===== config.mk =====
export PLATFORM = sky130hd
export DESIGN_NAME = tennis_ball_engine
export DESIGN_NICKNAME = d
export VERILOG_FILES = /design/src/rtl/tennis_pkg.sv /design/src/rtl/tennis_ball_engine_btn_edge.sv /design/src/rtl/tennis_ball_engine.sv
export SDC_FILE = /design/constraint.sdc
export NUM_CORES = 1
export LEC_CHECK = 0
export CELL_PAD_IN_SITES_DETAIL_PLACEMENT = 1
export CELL_PAD_IN_SITES_GLOBAL_PLACEMENT = 2
export CORE_MARGIN = 4
export CORE_UTILIZATION = 36
export DETAILED_ROUTE_END_ITERATION = 6
export PLACE_DENSITY = 0.94
export SLEW_MARGIN = 0
export SYNTH_ARGS = -nofsm -noshare
export SYNTH_HDL_FRONTEND = slang
export SYNTH_SLANG_ARGS = --single-unit

===== constraint.sdc =====
create_clock -name clk -period 5.5 [get_ports clk]
set_clock_uncertainty 0.05 [all_clocks]
set_input_delay 1.375 -clock clk [delete_from_list [all_inputs] [get_ports clk]]
set_output_delay 1.375 -clock clk [all_outputs]
set_load 0.02 [all_outputs]

===== src/rtl/tennis_pkg.sv =====
// tennis_pkg -- shared types and constants for the tennis ball engine.
//   state_e      : rally FSM states
//   P1 / P2      : player encoding (also the index into the hit vector)
//   MIN_PERIOD   : fastest ball step period in clk cycles
//   RALLY_MAX    : rally counter saturation value
//   sat_inc4     : 4-bit increment that saturates at a limit
package tennis_pkg;

  typedef enum logic [2:0] {
    ST_SERVE = 3'd0,
    ST_TO_P2 = 3'd1,
    ST_TO_P1 = 3'd2,
    ST_POINT = 3'd3,
    ST_OVER  = 3'd4
  } state_e;

  localparam logic P1 = 1'b0;
  localparam logic P2 = 1'b1;

  localparam int MIN_PERIOD = 2;
  localparam int RALLY_MAX  = 15;

  function automatic logic [3:0] sat_inc4(input logic [3:0] v, input logic [3:0] lim);
    return (v >= lim) ? v : v + 4'd1;
  endfunction

endpackage


===== src/rtl/tennis_ball_engine_btn_edge.sv =====
// btn_edge -- button synchroniser plus rising-edge detector.
//   gclk   : clock
//   grst_n : async active-low reset
//   btn    : raw asynchronous button (active high)
//   hit    : one-cycle pulse, valid for the 3rd clk edge after btn rises
module btn_edge (
  input  logic gclk,
  input  logic grst_n,
  input  logic btn,
  output logic hit
);

  // [0],[1] are the two synchroniser flops, [2] is the previous synced level.
  logic [2:0] vld_pipe;

  always_ff @(posedge gclk or negedge grst_n) begin
    if (!grst_n) vld_pipe <= '0;
    else         vld_pipe <= {vld_pipe[1:0], btn};
  end

  assign hit = vld_pipe[1] & ~vld_pipe[2];

endmodule


===== src/rtl/tennis_ball_engine.sv =====
// tennis_ball_engine -- two-player LED tennis game.
//   clk             : system clock, rising edge
//   reset_clk       : async active-low reset
//   but_1, but_2    : player buttons (async, active high)
//   led[N_LEDS-1:0] : court; P1 end is led[N_LEDS-1], P2 end is led[0]
//   score_1/score_2 : points won, saturate at WIN_SCORE
//   game_over       : high in the final state; winner 0=P1, 1=P2
// Build option: define SPEEDUP_EN to shorten the step period by one cycle
// per accepted return (floored at MIN_PERIOD, reset each serve).
module tennis_ball_engine
  import tennis_pkg::*;
#(
  parameter int N_LEDS     = 16,
  parameter int TICK_DIV   = 4,
  parameter int HIT_WIN    = 2,
  parameter int WIN_SCORE  = 3,
  parameter int POINT_HOLD = 8
) (
  input  logic              clk,
  input  logic              reset_clk,
  input  logic              but_1,
  input  logic              but_2,
  output logic [N_LEDS-1:0] led,
  output logic [3:0]        score_1,
  output logic [3:0]        score_2,
  output logic              game_over,
  output logic              winner
);

  localparam int PW = $clog2(N_LEDS);
  localparam int TW = $clog2(TICK_DIV + 1);
  localparam int HW = $clog2(POINT_HOLD + 1);

  localparam logic [PW-1:0] POS_P1    = PW'(N_LEDS - 1);
  localparam logic [PW-1:0] POS_P2    = '0;
  localparam logic [PW-1:0] WIN_LO    = PW'(HIT_WIN);
  localparam logic [PW-1:0] WIN_HI    = PW'(N_LEDS - 1 - HIT_WIN);
  localparam logic [3:0]    WIN_S     = 4'(WIN_SCORE);
  localparam logic [HW-1:0] HOLD_LAST = HW'(POINT_HOLD - 1);
  localparam logic [N_LEDS-1:0] UPPER =
    {{(N_LEDS - N_LEDS/2){1'b1}}, {(N_LEDS/2){1'b0}}};

  // ---- button front end, index = player encoding
  logic [1:0] but;
  logic [1:0] hit;
  assign but = {but_2, but_1};

  for (genvar g = 0; g < 2; g++) begin : g_btn
    btn_edge u_btn (
      .gclk  (clk),
      .grst_n(reset_clk),
      .btn   (but[g]),
      .hit   (hit[g])
    );
  end

  // ---- game state
  state_e          state;
  logic            server;
  logic [PW-1:0]   pos;
  logic [TW-1:0]   timer;
  logic [TW-1:0]   period;
  logic [HW-1:0]   hold;
  logic            step;
  logic            ret_ok;

  // A return is only legal from the receiving player inside their window.
  assign ret_ok = ((state == ST_TO_P2) && hit[P2] && (pos < WIN_LO)) ||
                  ((state == ST_TO_P1) && hit[P1] && (pos > WIN_HI));

  assign step = ((state == ST_TO_P2) || (state == ST_TO_P1)) &&
                (timer >= period - TW'(1));

`ifdef SPEEDUP_EN
  logic [3:0] rally;

  always_ff @(posedge clk or negedge reset_clk) begin
    if (!reset_clk)              rally <= '0;
    else if (state == ST_SERVE)  rally <= '0;
    else if (ret_ok)             rally <= sat_inc4(rally, 4'(RALLY_MAX));
  end

  always_comb begin
    if (TICK_DIV - int'(rally) < MIN_PERIOD) period = TW'(MIN_PERIOD);
    else                                     period = TW'(TICK_DIV - int'(rally));
  end
`else
  assign period = TW'(TICK_DIV);
`endif

  always_ff @(posedge clk or negedge reset_clk) begin
    if (!reset_clk) begin
      state   <= ST_SERVE;
      server  <= P1;
      pos     <= POS_P1;
      timer   <= '0;
      hold    <= '0;
      score_1 <= '0;
      score_2 <= '0;
      winner  <= P1;
    end else begin
      case (state)
        ST_SERVE: begin
          timer <= '0;
          if (hit[server]) state <= (server == P1) ? ST_TO_P2 : ST_TO_P1;
        end

        // The return check comes first so a hit beats a coincident step.
        ST_TO_P2: begin
          if (ret_ok) begin
            state <= ST_TO_P1;
            timer <= '0;
          end else if (step) begin
            timer <= '0;
            if (pos == POS_P2) begin
              score_1 <= sat_inc4(score_1, WIN_S);
              server  <= P2;
              hold    <= '0;
              state   <= ST_POINT;
            end else begin
              pos <= pos - PW'(1);
            end
          end else begin
            timer <= timer + TW'(1);
          end
        end

        ST_TO_P1: begin
          if (ret_ok) begin
            state <= ST_TO_P2;
            timer <= '0;
          end else if (step) begin
            timer <= '0;
            if (pos == POS_P1) begin
              score_2 <= sat_inc4(score_2, WIN_S);
              server  <= P1;
              hold    <= '0;
              state   <= ST_POINT;
            end else begin
              pos <= pos + PW'(1);
            end
          end else begin
            timer <= timer + TW'(1);
          end
        end

        // server already holds the player who lost the point.
        ST_POINT: begin
          if (hold == HOLD_LAST) begin
            if ((score_1 == WIN_S) || (score_2 == WIN_S)) begin
              state  <= ST_OVER;
              winner <= (score_2 == WIN_S);
            end else begin
              state <= ST_SERVE;
              pos   <= (server == P1) ? POS_P1 : POS_P2;
            end
          end else begin
            hold <= hold + HW'(1);
          end
        end

        ST_OVER: ;

        default: state <= ST_SERVE;
      endcase
    end
  end

  always_comb begin
    led = '0;
    case (state)
      ST_POINT: led = '1;
      ST_OVER:  led = (winner == P1) ? UPPER : ~UPPER;
      default:  led[pos] = 1'b1;
    endcase
  end

  assign game_over = (state == ST_OVER);

endmodule


==> run summary <==
Max Slew Vio Count - 0
Final cell count without fillers - 289
Startpoint Class - flip-flop
Pleak - 0.0009502 uW
Max cap viols - 0
Synth top area cells - dfrtp_1 35%, dfstp_2 5.6%, ha_1 4.7%, o21ai_0 4.6%, nand2_1 3.4%
Setup crit end kind - output pin
Synth unique cells - 59
Buf/Inv on CP - 2
Post-DP HPWL - 3726 um
Core Footprint - 4880 um2
Max Fclk - 0.2506 GHz
Unrepaired setup endpoints after global routing - no
Final Hold Viols - 0
DRC - 0
Post_cts resized - 0
Num CTS Buffers - 5
Syn Nets - 207
Layout Nets - 233
Total power - 1308 uW
Vias in the first global route - 1632
Clock Pin Slew Worst Setup and Hold Paths - 0.07 ns
Longest Clk Path Bufs - 2
H-tree levels - 2
Cell count after placement - 281
Arrival time worst endpoint - 2.57 ns
Vias - 1599
Fillers - 566
Avg WL per Cell - 16.77 um
Grt total ovfl - 0
Port Buffers - 29
Synth area leader - dfrtp_1
CTS tree - built
Layout area overhead - 21.72%
Maximum number of pins on one net before global-route repair - 31
Hold Crit Class - flip-flop to flip-flop
Cell count after synthesis - 195
Final period util - 72.55%
Register Area - 755.7 um2
GRT Total Usage - 16.52%
Global-route wire length before repair - 8217 um
Via-to-Cell Ratio - 5.533
Synth top area share - 34.85%
Sink Count - 30
Critical path's top delay family - buffers and inverters
Root buffer cell - clkbuf_8
Synthesized cell area - 1867 um2
Setup Fix Bufs, Post-CTS - 0
Area of the multi-input gates - 998.5 um2
Fin crit period - 3.990 ns
Antenna cells - 0
Status - finished, final reports clean
Yosys reg bits - 30
I/O pin count - 30
Hold_buf cts - 0
Yosys Warn Count - 0
Post-synthesis sequential area ratio - 40.48%
Final ANT Viol Nets - 0
Ys async rst share - 100.0%
Share of cells above drive strength 1 - 15.32%
Most frequent cells in the layout - 29 x clkdlybuf4s50_1, 26 x dfrtp_1, 17 x o21ai_0, 17 x nand2_1, 12 x a21oi_1
Worst rel slew slack - 64.42%
Final setup vio count - 0
Worst-margin pin slew - 0.5292 ns
Die span in y - 80.01 um
Power Dens Cells - 575.6 nW/um2
Most common cell after layout, fill and taps aside - clkdlybuf4s50_1
Die width - 80.01 um
Setup TNS - 0 ns
CP Cell Sequence - inv_1 > nor3_2 > or4_1 > o21ai_1 > clkdlybuf4s50_1
Crit Path Class - flip-flop to output pin
Critical Path RT - 4.07 ns
Row count - 25
DRT iter0 DRCs - 75
Final GP Congestion - 0.9442
Number of flops mapped to enable cells by yosys - 0
CP max stage delay - 0.63 ns
Post-Route WL - 4847 um
Crit-path max FO - 9
Starting Density - 38.26%
Mean Syn Cell Area - 9.573 um2
Initial antenna violation count - 0
Clock latency on the worst-skew pair - 0.28 ns
Die area - 6402 um2
Ys flop type - dfrtp_1
Peak supply drop - 0.2092 mV
Drt pass-1 iters - 4
Slowest CP cell - clkdlybuf4s50_1
==> synth_stat cells, drive strengths merged (2+ instances only) <==
cell type / n
dfrtp: 26
o21ai: 21
nand2: 17
a21oi: 13
inv: 12
nor2: 9
a31oi: 8
buf: 7
ha: 7
nand3: 7
nor3: 5
clkbuf: 4
dfstp: 4
a211oi: 3
mux2: 3
nand2b: 3
nor4: 3
o211ai: 3
or4: 3
a21o: 2
a22o: 2
and2: 2
and3: 2
mux2i: 2
nand4: 2
nor2b: 2
o21a: 2
or2: 2
or3b: 2
xor2: 2
==> final cells by class <==
cell class / instances / area share (%)
multi-input combinational: 142 / 43.94
sequential: 30 / 33.26
timing repair buffer: 30 / 13.11
clock buffer: 7 / 3.800
tap: 67 / 3.689
inverter: 12 / 1.982
clock inverter: 1 / 0.2203
==> flip-flops by register name, summed over array words and instances, names as in the netlist <==
name and count:
g_btn.u_btn.vld_pipe 6, timer 3, state 3, pos 4, server 1, score_1 4, score_2 4, hold 4
winner 1
==> through the flow <==
step                      setup slack (ns)  area (um2)  util [%]  hold slack, ns
after global placement               1.827        2181     44.69          0.2825
after CTS                            1.507        2272     46.56          0.3008
after global routing                 1.363        2272     46.56          0.3095
after detailed placement             1.822        2181     44.69          0.2858
after floorplan                      2.364        1867         -          0.2812
final                                1.510        2272     46.56          0.2971
==> path summary, 6_finish.rpt <==
kind,slack (ns),start,depth (start not counted),end
worst max-delay path,1.51,state[2],5,led[10]
worst min-delay path,0.30,g_btn[0].u_btn.vld_pipe[0],0,g_btn[0].u_btn.vld_pipe[1]
worst max register to register,3.08,timer[0],7,pos[2]
worst min register to register,0.30,g_btn[0].u_btn.vld_pipe[0],0,g_btn[0].u_btn.vld_pipe[1]
max in group asynchronous,3.64,reset_clk,2,pos[0]
min in group asynchronous,1.43,reset_clk,2,state[1]
==> kinds of logic after synthesis <==
group / share of synthesized area (%)
AND/OR/NAND/NOR: 22.32
buffers and inverters: 6.032
flip-flops: 40.48
XOR/XNOR: 1.408
adder cells (fa/ha/maj): 5.764
multiplexers: 3.083
AO/OA/AOI/OAI: 20.91
==> metal layers <==
layer	up-vias	routed length, um	global-route usage [%]
met5	-	0	0
met4	0	77	5.574
met3	8	225	3.950
met2	40	2293	27.57
met1	790	2250	20.78
li1	761	-	-
==> power by group <==
| group | internal [uW] | leakage [uW] | switching [uW] | total [uW] |
|---|---|---|---|---|
| Sequential | 288 | 0.000383 | 108 | 395 |
| Clock | 101 | 0.0000482 | 82.7 | 184 |
| Combinational | 321 | 0.000519 | 408 | 729 |
| Total | 709 | 0.000950 | 598 | 1310 |
Note: power is estimated with default switching activity, not from simulation.
